`config.mk`:
```
export PLATFORM = sky130hd
export DESIGN_NAME = hazard_ctrl_flat
export DESIGN_NICKNAME = d
export VERILOG_FILES = /design/src/rtl/hazard_ctrl_pkg.sv /design/src/rtl/hazard_ctrl_if.sv /design/src/rtl/hazard_ctrl_fwd_sel.sv /design/src/rtl/hazard_ctrl.sv /design/src/flat_wrapper.sv
export SDC_FILE = /design/constraint.sdc
export NUM_CORES = 1
export LEC_CHECK = 0
export ABC_AREA = 1
export BUFFER_PORTS_ARGS = -buffer_cell sky130_fd_sc_hd__buf_4
export CAP_MARGIN = 20
export CORE_MARGIN = 5
export CORE_UTILIZATION = 43
export DETAILED_ROUTE_END_ITERATION = 12
export HOLD_SLACK_MARGIN = 0.05
export PLACE_DENSITY_LB_ADDON = 0.25
export SYNTH_ARGS = -nofsm -noshare
export SYNTH_HDL_FRONTEND = slang
export SYNTH_SLANG_ARGS = --single-unit
```
`constraint.sdc`:
```
create_clock -name clk -period 1.71 [get_ports clk]
set_clock_uncertainty 0.15 [all_clocks]
set_input_delay 0.4275 -clock clk [delete_from_list [all_inputs] [get_ports clk]]
set_output_delay 0.4275 -clock clk [all_outputs]
set_load 0.005 [all_outputs]
```
`src/rtl/hazard_ctrl_pkg.sv`:
```
// hazard_pkg: shared forwarding selects, stall FSM states and default widths for hazard_ctrl.
package hazard_pkg;
  localparam int REG_W_DEF = 5;
  localparam logic [1:0] FWD_RF = 2'b00;
  localparam logic [1:0] FWD_MEM = 2'b01;
  localparam logic [1:0] FWD_WR = 2'b10;
  typedef enum logic {IDLE, HOLD} state_e;
endpackage

```
`src/rtl/hazard_ctrl_if.sv`:
```
// hazard_ctrl_if: pipeline-side register indices and write enables in, forwarding/hold/flush controls out.
interface hazard_ctrl_if import hazard_pkg::*; #(parameter int REG_W = REG_W_DEF);
  logic Mem_RegWr;
  logic Wr_RegWr;
  logic [REG_W-1:0] Mem_Rw;
  logic [REG_W-1:0] Wr_Rw;
  logic [REG_W-1:0] Ex_Rs;
  logic [REG_W-1:0] Ex_Rt;
  logic Ex_MemRead;
  logic [REG_W-1:0] ID_Rs;
  logic [REG_W-1:0] ID_Rt;
  logic Br_taken;
  logic [1:0] ALUSrcA;
  logic [1:0] ALUSrcB;
  logic PC_sleep;
  logic IF_ID_sleep;
  logic IF_ID_flush;
  logic ID_Ex_flush;
  modport master (
    output Mem_RegWr, Wr_RegWr, Mem_Rw, Wr_Rw, Ex_Rs, Ex_Rt, Ex_MemRead, ID_Rs, ID_Rt, Br_taken,
    input ALUSrcA, ALUSrcB, PC_sleep, IF_ID_sleep, IF_ID_flush, ID_Ex_flush
  );
  modport slave (
    input Mem_RegWr, Wr_RegWr, Mem_Rw, Wr_Rw, Ex_Rs, Ex_Rt, Ex_MemRead, ID_Rs, ID_Rt, Br_taken,
    output ALUSrcA, ALUSrcB, PC_sleep, IF_ID_sleep, IF_ID_flush, ID_Ex_flush
  );
endinterface

```
`src/rtl/hazard_ctrl_fwd_sel.sv`:
```
// fwd_sel: priority forwarding select for one Ex source register; Mem beats Wr, $0 never forwarded.
module fwd_sel import hazard_pkg::*; #(parameter int REG_W = REG_W_DEF) (
  input logic [REG_W-1:0] src_i,
  input logic mem_wr_i,
  input logic [REG_W-1:0] mem_rw_i,
  input logic wr_wr_i,
  input logic [REG_W-1:0] wr_rw_i,
  output logic [1:0] sel_o
);
  logic nz;
  assign nz = |src_i;
  assign sel_o = (nz && mem_wr_i && mem_rw_i == src_i) ? FWD_MEM :
                 (nz && wr_wr_i && wr_rw_i == src_i) ? FWD_WR : FWD_RF;
endmodule

```
`src/rtl/hazard_ctrl.sv`:
```
// hazard_ctrl: EX forwarding selects plus multi-cycle load-use stall FSM with branch-flush priority.
// Define HAZARD_STAT_EN to add saturating stall_cnt/flush_cnt statistics outputs.
module hazard_ctrl import hazard_pkg::*; #(
  parameter int REG_W = REG_W_DEF,
  parameter int LOAD_LAT = 1,
  parameter int CNT_W = 4
) (
  input logic clk,
  input logic rst,
  hazard_ctrl_if.slave hz
`ifdef HAZARD_STAT_EN
  ,
  output logic [15:0] stall_cnt,
  output logic [15:0] flush_cnt
`endif
);
  state_e state_q, state_d;
  logic [CNT_W-1:0] cnt_q, cnt_d;
  logic [1:0] sel_a, sel_b;
  logic lu, stall;
  fwd_sel #(.REG_W(REG_W)) u_fwd_a (
    .src_i(hz.Ex_Rs), .mem_wr_i(hz.Mem_RegWr), .mem_rw_i(hz.Mem_Rw),
    .wr_wr_i(hz.Wr_RegWr), .wr_rw_i(hz.Wr_Rw), .sel_o(sel_a)
  );
  fwd_sel #(.REG_W(REG_W)) u_fwd_b (
    .src_i(hz.Ex_Rt), .mem_wr_i(hz.Mem_RegWr), .mem_rw_i(hz.Mem_Rw),
    .wr_wr_i(hz.Wr_RegWr), .wr_rw_i(hz.Wr_Rw), .sel_o(sel_b)
  );
  assign lu = hz.Ex_MemRead && |hz.Ex_Rt && (hz.Ex_Rt == hz.ID_Rs || hz.Ex_Rt == hz.ID_Rt);
  always_ff @(posedge clk) begin
    if (rst) begin
      state_q <= IDLE;
      cnt_q <= '0;
    end else begin
      state_q <= state_d;
      cnt_q <= cnt_d;
    end
  end
  // A taken branch squashes the dependent instruction, so it cancels both a new and an ongoing stall
  always_comb begin
    state_d = state_q;
    cnt_d = cnt_q;
    stall = !hz.Br_taken && (state_q == HOLD || lu);
    if (hz.Br_taken) begin
      state_d = IDLE;
      cnt_d = '0;
    end else if (state_q == HOLD) begin
      cnt_d = cnt_q - 1'b1;
      state_d = cnt_q == CNT_W'(1) ? IDLE : HOLD;
    end else if (lu && LOAD_LAT > 1) begin
      state_d = HOLD;
      cnt_d = CNT_W'(LOAD_LAT - 1);
    end
  end
  assign hz.ALUSrcA = rst ? FWD_RF : sel_a;
  assign hz.ALUSrcB = rst ? FWD_RF : sel_b;
  assign hz.PC_sleep = !rst && stall;
  assign hz.IF_ID_sleep = !rst && stall;
  assign hz.IF_ID_flush = !rst && hz.Br_taken;
  assign hz.ID_Ex_flush = !rst && (stall || hz.Br_taken);
`ifdef HAZARD_STAT_EN
  logic [15:0] stall_cnt_q, flush_cnt_q;
  always_ff @(posedge clk) begin
    if (rst) begin
      stall_cnt_q <= '0;
      flush_cnt_q <= '0;
    end else begin
      if (stall && stall_cnt_q != 16'hFFFF) stall_cnt_q <= stall_cnt_q + 16'd1;
      if (hz.Br_taken && flush_cnt_q != 16'hFFFF) flush_cnt_q <= flush_cnt_q + 16'd1;
    end
  end
  assign stall_cnt = stall_cnt_q;
  assign flush_cnt = flush_cnt_q;
`endif
endmodule

```
`src/flat_wrapper.sv`:
```
// flat-port wrapper written by rule: the top's interface ports become plain ports
module hazard_ctrl_flat import hazard_pkg::*;
#(
  parameter int REG_W = REG_W_DEF,
  parameter int LOAD_LAT = 1,
  parameter int CNT_W = 4
)
  (clk, rst, hz_Mem_RegWr, hz_Wr_RegWr, hz_Mem_Rw, hz_Wr_Rw, hz_Ex_Rs, hz_Ex_Rt, hz_Ex_MemRead, hz_ID_Rs, hz_ID_Rt, hz_Br_taken, hz_ALUSrcA, hz_ALUSrcB, hz_PC_sleep, hz_IF_ID_sleep, hz_IF_ID_flush, hz_ID_Ex_flush);
  hazard_ctrl_if #(.REG_W(REG_W)) hz_i ();
  input logic clk;
  input logic rst;
  input wire logic [$bits(hz_i.Mem_RegWr)-1:0] hz_Mem_RegWr;
  input wire logic [$bits(hz_i.Wr_RegWr)-1:0] hz_Wr_RegWr;
  input wire logic [$bits(hz_i.Mem_Rw)-1:0] hz_Mem_Rw;
  input wire logic [$bits(hz_i.Wr_Rw)-1:0] hz_Wr_Rw;
  input wire logic [$bits(hz_i.Ex_Rs)-1:0] hz_Ex_Rs;
  input wire logic [$bits(hz_i.Ex_Rt)-1:0] hz_Ex_Rt;
  input wire logic [$bits(hz_i.Ex_MemRead)-1:0] hz_Ex_MemRead;
  input wire logic [$bits(hz_i.ID_Rs)-1:0] hz_ID_Rs;
  input wire logic [$bits(hz_i.ID_Rt)-1:0] hz_ID_Rt;
  input wire logic [$bits(hz_i.Br_taken)-1:0] hz_Br_taken;
  output wire logic [$bits(hz_i.ALUSrcA)-1:0] hz_ALUSrcA;
  output wire logic [$bits(hz_i.ALUSrcB)-1:0] hz_ALUSrcB;
  output wire logic [$bits(hz_i.PC_sleep)-1:0] hz_PC_sleep;
  output wire logic [$bits(hz_i.IF_ID_sleep)-1:0] hz_IF_ID_sleep;
  output wire logic [$bits(hz_i.IF_ID_flush)-1:0] hz_IF_ID_flush;
  output wire logic [$bits(hz_i.ID_Ex_flush)-1:0] hz_ID_Ex_flush;
  assign hz_i.Mem_RegWr = hz_Mem_RegWr;
  assign hz_i.Wr_RegWr = hz_Wr_RegWr;
  assign hz_i.Mem_Rw = hz_Mem_Rw;
  assign hz_i.Wr_Rw = hz_Wr_Rw;
  assign hz_i.Ex_Rs = hz_Ex_Rs;
  assign hz_i.Ex_Rt = hz_Ex_Rt;
  assign hz_i.Ex_MemRead = hz_Ex_MemRead;
  assign hz_i.ID_Rs = hz_ID_Rs;
  assign hz_i.ID_Rt = hz_ID_Rt;
  assign hz_i.Br_taken = hz_Br_taken;
  assign hz_ALUSrcA = hz_i.ALUSrcA;
  assign hz_ALUSrcB = hz_i.ALUSrcB;
  assign hz_PC_sleep = hz_i.PC_sleep;
  assign hz_IF_ID_sleep = hz_i.IF_ID_sleep;
  assign hz_IF_ID_flush = hz_i.IF_ID_flush;
  assign hz_ID_Ex_flush = hz_i.ID_Ex_flush;
  hazard_ctrl #(.REG_W(REG_W), .LOAD_LAT(LOAD_LAT), .CNT_W(CNT_W)) u_core (.clk(clk), .rst(rst), .hz(hz_i));
endmodule
```
==> results.sh, run 1 <==
export IMPL_grt_pass1_vias=1094
export IMPL_final_layout_size_suffix_gt1_share_pct=46.5
export IMPL_pin_count=44
export IMPL_synthSimpleGateAreaFrac_pct=39.8
export IMPL_slew_violations=0
export IMPL_drtIter0Drc=28
export IMPL_maxCapViolations=0
export IMPL_ys_warn_count=0
export IMPL_grt_usage_pct=20.0
export IMPL_fin_crit_sh_pct=116
export IMPL_endpoint_kind="primary output"
export IMPL_worst_setup_path_type="in2out"
export IMPL_cts_buffers=3
export IMPL_core_area_um2=1710
export IMPL_clk_path_buf_depth=2
export IMPL_dieArea_um2=2740
export IMPL_port_buffers=43
export IMPL_worst_pin_slew_ns=0.289
export IMPL_status="finished with violations"
export IMPL_drc=0
export IMPL_synth_xor_area_share_pct=14.8
export IMPL_grt_start_max_net_pins=7
export IMPL_synth_seq_cells=5
export IMPL_synth_nets=179
export IMPL_avgViaCountPerCell=5.12
export IMPL_vdd_drop_max_uv=232
export IMPL_ant_nets=0
export IMPL_fmaxAchievable_mhz=503
export IMPL_synth_top_family_by_area="simple AND/OR/NAND/NOR gates"
export IMPL_gp_congestion=0.783
export IMPL_min_period_ns=1.99
export IMPL_ys_seq_area_share_pct=13.0
export IMPL_dr_pass1_iters=4
export IMPL_wl_um=3060
export IMPL_startpoint_type="primary input"
export IMPL_num_vias=1152
export IMPL_rows=15
export IMPL_syn_area_um2=771
export IMPL_synth_compound_area_share_pct=12.7
export IMPL_htreeDepth=1
export IMPL_ctsRootBufferMaster="clkbuf_4"
export IMPL_grt_pass1_wl_um=4240
export IMPL_grt_ovfl_total=0
export IMPL_failed_checks="setup timing"
export IMPL_antenna_found_initial=0
export IMPL_final_area_um2=1440
export IMPL_die_w_um=52.3
export IMPL_p_per_area_nw_per_um2=378
export IMPL_p_leak_nw=0.736
export IMPL_yosysUniqueCellTypes=20
export IMPL_clk_latency_ns=0.25
export IMPL_critPathMaxFanout=4
export IMPL_worstHoldPathCells=2
export IMPL_avgSynthCellArea_um2=5.47
export IMPL_worst_slack_ns=-0.280
export IMPL_max_slew_margin_pct=80.7
export IMPL_path_clk_slew_ns=0.04
export IMPL_synth_adder_area_share_pct=3.25
export IMPL_worstRegToRegCells=3
export IMPL_die_h_um=52.3
export IMPL_drt_wirelength_per_cell_um=13.6
export IMPL_syn2layout_area_growth_pct=86.2
export IMPL_cts_tree="yes"
export IMPL_n_fill_cell=109
export IMPL_diodes=0
export IMPL_post_dp_cell_area_um2=1180
export IMPL_syn_instance_count=141
export IMPL_initial_core_util_pct=45.1
export IMPL_cp_data_required_time_ns=1.13
export IMPL_utilization_pct=84.0
export IMPL_rsz0062_at_grt="true"
export IMPL_hp_class="reg2reg"
export IMPL_worstPathArrival_ns=1.41
export IMPL_dp_hpwl_um=2120
export IMPL_hold_viol_final=0
export IMPL_cts_sinks=5
export IMPL_fin_nets=239
export IMPL_setup_viol=7
export IMPL_synthMuxAreaShare_pct=0
## Yosys cell counts, drive strengths merged
cell type | n | area, um^2
a211oi | 1 | 7.51
nand4 | 3 | 18.8
buf | 2 | 18.8
nand3 | 6 | 30.0
xor2 | 6 | 52.6
nor2 | 18 | 67.6
nand2 | 38 | 143
xnor2 | 7 | 61.3
o22ai | 1 | 6.26
a21oi | 7 | 35.0
dfxtp | 5 | 100
nor3 | 7 | 35.0
a311oi | 1 | 8.76
o211ai | 2 | 15.0
nor4 | 1 | 12.5
inv | 29 | 109
ha | 2 | 25.0
o21ai | 5 | 25.0
## cell type report
| cell class | count | area, um^2 | area share (%) |
|---|---|---|---|
| Sequential cell | 5 | 100 | 6.97 |
| Clock buffer | 4 | 26.3 | 1.83 |
| Timing Repair Buffer | 57 | 505 | 35.2 |
| Inverter | 29 | 126 | 8.81 |
| Multi-Input combinational cell | 105 | 646 | 45.0 |
| Tap cell | 25 | 31.3 | 2.18 |
## through the flow
stage	setup slack, ns	std cells	setup TNS, ns	power [W]	hold slack [ns]
CTS	-0.181	223	-1.05	0.000495	0.330
floorplan	-0.0602	141	-0.0602	0.000211	0.294
finish	-0.280	225	-1.53	0.000542	0.337
global placement	-0.184	216	-1.10	0.000322	0.310
detailed placement	-0.245	216	-1.38	0.000328	0.324
global route	-0.371	225	-2.02	0.000576	0.346
## worst max-delay path, stage by stage
cell and delay, ns:
buf_12 0.11, buf_6 0.12, xor2_2 0.14, nor3_2 0.20
nand3_1 0.11, nor2_1 0.16, buf_4 0.14
## timing repair
action                                  4_1_cts  5_1_grt
gates resized for setup                      31       25
endpoints found under the setup margin        7        7
hold buffers                                  0        0
pin swaps                                    19       28
buffers inserted                              3        2
endpoints found under the hold margin         0        0
## flip-flops by register name (all words and copies together), names as in the netlist
signal and flops:
u_core.state_q 1, u_core.cnt_q 4
## placed cells by master, fill, tap and decap left out, drive strengths merged
master / netlist / final
xor2: 6 / 6
buf: 2 / 57
xnor2: 7 / 7
a211oi: 1 / 1
o211ai: 2 / 2
nor2: 18 / 18
o21ai: 5 / 5
clkbuf: 0 / 4
nand4: 3 / 3
dfxtp: 5 / 5
ha: 2 / 2
nor4: 1 / 1
o22ai: 1 / 1
nand3: 6 / 6
a311oi: 1 / 1
nor3: 7 / 7
nand2: 38 / 38
a21oi: 7 / 7
inv: 29 / 29
## per-layer routing
layer	global-route usage [%]	up-vias	part of all wire, %
met5	0	-	0
met4	5.96	0	5.6
met3	4.27	19	5.3
met2	41.1	55	55
met1	19.0	519	34
li1	-	559	-
## worst paths after layout
kind | from | end | slack (ns)
worst min-delay path | u_core.cnt_q[3]$_SDFFE_PP0P_ | u_core.cnt_q[3]$_SDFFE_PP0P_ | 0.34
worst max-delay path | hz_Ex_Rt[1] | hz_ALUSrcB[1] | -0.28
worst min register to register | u_core.cnt_q[3]$_SDFFE_PP0P_ | u_core.cnt_q[3]$_SDFFE_PP0P_ | 0.34
worst max register to register | u_core.cnt_q[0]$_SDFFE_PP0P_ | u_core.cnt_q[1]$_SDFFE_PP0P_ | 0.51
## power breakdown
part,total [W],internal (W),switching [W]
sequential,0.000117,0.000117,0
clock,0.000146,0.0000888,0.0000570
combinational,0.000279,0.000150,0.000129
total,0.000542,0.000356,0.000186
## cells by family after synthesis
group / count (synthesis)
buffers and inverters: 31
adders and majority gates: 2
and+or+nand+nor: 73
xor gates and xnor gates: 13
AOI/OAI and AO/OA: 17
DFF: 5
No activity file was read; power rests on OpenSTA's default activity.
==> run 2: changes to the inputs <==
--- a/config.mk
+++ b/config.mk
@@ -8,10 +8,10 @@
 export ABC_AREA = 1
 export BUFFER_PORTS_ARGS = -buffer_cell sky130_fd_sc_hd__buf_4
 export CAP_MARGIN = 20
-export CORE_MARGIN = 5
 export CORE_UTILIZATION = 43
 export DETAILED_ROUTE_END_ITERATION = 12
 export HOLD_SLACK_MARGIN = 0.05
+export MAX_ROUTING_LAYER = met4
 export PLACE_DENSITY_LB_ADDON = 0.25
 export SYNTH_ARGS = -nofsm -noshare
 export SYNTH_HDL_FRONTEND = slang
==> constraint.sdc (replaced) <==
create_clock -name clk -period 2 [get_ports clk]
set_clock_uncertainty 0.15 [all_clocks]
set_input_delay 0.5 -clock clk [delete_from_list [all_inputs] [get_ports clk]]
set_output_delay 0.5 -clock clk [all_outputs]
set_load 0.005 [all_outputs]
==> results.sh, run 2 (synthesis results as in run 1) <==
export IMPL_fin_setup_tns_ns=-0.785
export IMPL_drc=0
export IMPL_min_period_ns=2.23
export IMPL_r2r_slack_ns=0.73
export IMPL_largestRegisters="u_core.cnt_q: 4 flops, u_core.state_q: 1 flops"
export IMPL_num_vias=1219
export IMPL_core_area_um2=1590
export IMPL_clk_path_buf_depth=2
export IMPL_r2r_end="u_core.cnt_q[0]$_SDFFE_PP0P_"
export IMPL_worstRegToRegCells=3
export IMPL_syn2layout_area_growth_pct=81.3
export IMPL_grt_pass1_wl_um=3530
export IMPL_antenna_found_initial=0
export IMPL_worstHoldStart="u_core.cnt_q[3]$_SDFFE_PP0P_"
export IMPL_clk_latency_ns=0.26
export IMPL_worstPathArrival_ns=1.58
export IMPL_hold_ws_ns=0.350
export IMPL_worst_slack_ns=-0.229
export IMPL_vdd_drop_max_uv=476
export IMPL_ant_nets=0
export IMPL_fin_nets=237
export IMPL_grt_ovfl_total=0
export IMPL_rsz0062_at_grt="true"
export IMPL_failed_checks="setup timing"
export IMPL_dp_hpwl_um=1830
export IMPL_layout_commonest_cell="buf_4"
export IMPL_dieArea_um2=1970
export IMPL_cp_data_required_time_ns=1.35
export IMPL_slew_violations=0
export IMPL_rows=14
export IMPL_fin_crit_sh_pct=111
export IMPL_hold_viol_final=0
export IMPL_status="finished with violations"
export IMPL_drtIter0Drc=52
export IMPL_endpoint_kind="primary output"
export IMPL_cts_sinks=5
export IMPL_grt_pass1_vias=947
export IMPL_ctsRootBufferMaster="clkbuf_4"
export IMPL_port_buffers=43
export IMPL_rr_startpoint="u_core.state_q$_SDFF_PP0_"
export IMPL_setup_viol=7
export IMPL_grt_usage_pct=24.4
export IMPL_pin_count=44
export IMPL_worst_setup_path_type="in2out"
export IMPL_gp_congestion=0.904
export IMPL_cts_tree="yes"
export IMPL_wl_um=3230
export IMPL_mostFrequentLayoutCells="buf_4, nand2_1, inv_1"
export IMPL_worstHoldPathCells=2
export IMPL_fmaxAchievable_mhz=449
export IMPL_final_layout_size_suffix_gt1_share_pct=46.0
export IMPL_drt_wirelength_per_cell_um=14.5
export IMPL_largest_reg_flops=4
export IMPL_p_leak_nw=0.723
export IMPL_dr_pass1_iters=7
export IMPL_utilization_pct=87.7
export IMPL_path_clk_slew_ns=0.06
export IMPL_maxCapViolations=0
export IMPL_p_per_area_nw_per_um2=332
export IMPL_avgViaCountPerCell=5.49
export IMPL_worstHoldEndpoint="u_core.cnt_q[3]$_SDFFE_PP0P_"
export IMPL_die_h_um=44.3
export IMPL_largest_register="u_core.cnt_q"
export IMPL_grt_start_max_net_pins=7
export IMPL_hp_class="reg2reg"
export IMPL_diodes=0
export IMPL_htreeDepth=1
export IMPL_cts_buffers=3
export IMPL_max_slew_margin_pct=76.9
export IMPL_critPathMaxFanout=2
export IMPL_die_w_um=44.3
export IMPL_initial_core_util_pct=48.4
export IMPL_startpoint_type="primary input"
export IMPL_worst_pin_slew_ns=0.345
-- run 2: cell count changes in the layout (fill, tap and decap cells not counted), sizes merged --
| cell | before | now |
|---|---|---|
| buf | 57 | 55 |
-- run 2: worst max path at each step --
stage	start	to
after floorplan	hz_Ex_Rt[0]	hz_PC_sleep
after global placement	hz_Ex_Rt[1]	hz_ID_Ex_flush
after detailed placement	hz_Ex_Rt[1]	hz_ID_Ex_flush
after CTS	hz_Ex_Rt[1]	hz_ID_Ex_flush
after global routing	hz_Ex_Rt[0]	hz_ALUSrcB[1]
final	rst	hz_ALUSrcB[1]
-- run 2: routing by layer --
metal,vias to the layer above,part of all wire [%],GRT usage [%]
li1,554,-,-
met1,525,36,26.2
met2,111,48,46.2
met3,29,9.3,4.90
met4,0,6.9,3.64
met5,-,0,-
-- run 2: where the power goes --
part	switching (W)	internal [W]	leakage (nW)
combinational	0.000111	0.000123	0.668
sequential	0	0.0000998	0.0402
clock	0.0000538	0.0000762	0.0150
-- run 2: metrics by stage --
step           worst slack (ns)  instances  total power, W  instance area (um^2)
6_report                 -0.229        222        0.000464                  1400
5_1_grt                  -0.368        222        0.000489                  1400
4_1_cts                 -0.0579        218        0.000416                  1250
3_5_place_dp            -0.0979        213        0.000277                  1160
3_3_place_gp            -0.0807        213        0.000274                  1160
2_1_floorplan            0.0432        141        0.000180                   771
-- run 2: timing repair --
item,CTS,global route
setup buffers,1,4
hold endpoints to repair,0,0
setup endpoints to repair,6,7
hold buffers,0,0
pin swaps,9,26
gates resized for setup,15,36
-- run 2: worst max-delay path, cell delays in order --
cell and delay, ns:
buf_4 0.11, inv_1 0.06, nand2_1 0.08, a21oi_1 0.15, nand2_1 0.07, nor3_1 0.21
nand3_1 0.13, nor2_1 0.14, buf_4 0.13
-- run 2: final cells by class --
cell class	instances	area [um^2]
multi-input combinational	105	637
timing repair buffer	55	483
fill	82	196
inverter	29	121
sequential	5	100
tap	24	30.0
clock buffer	4	26.3
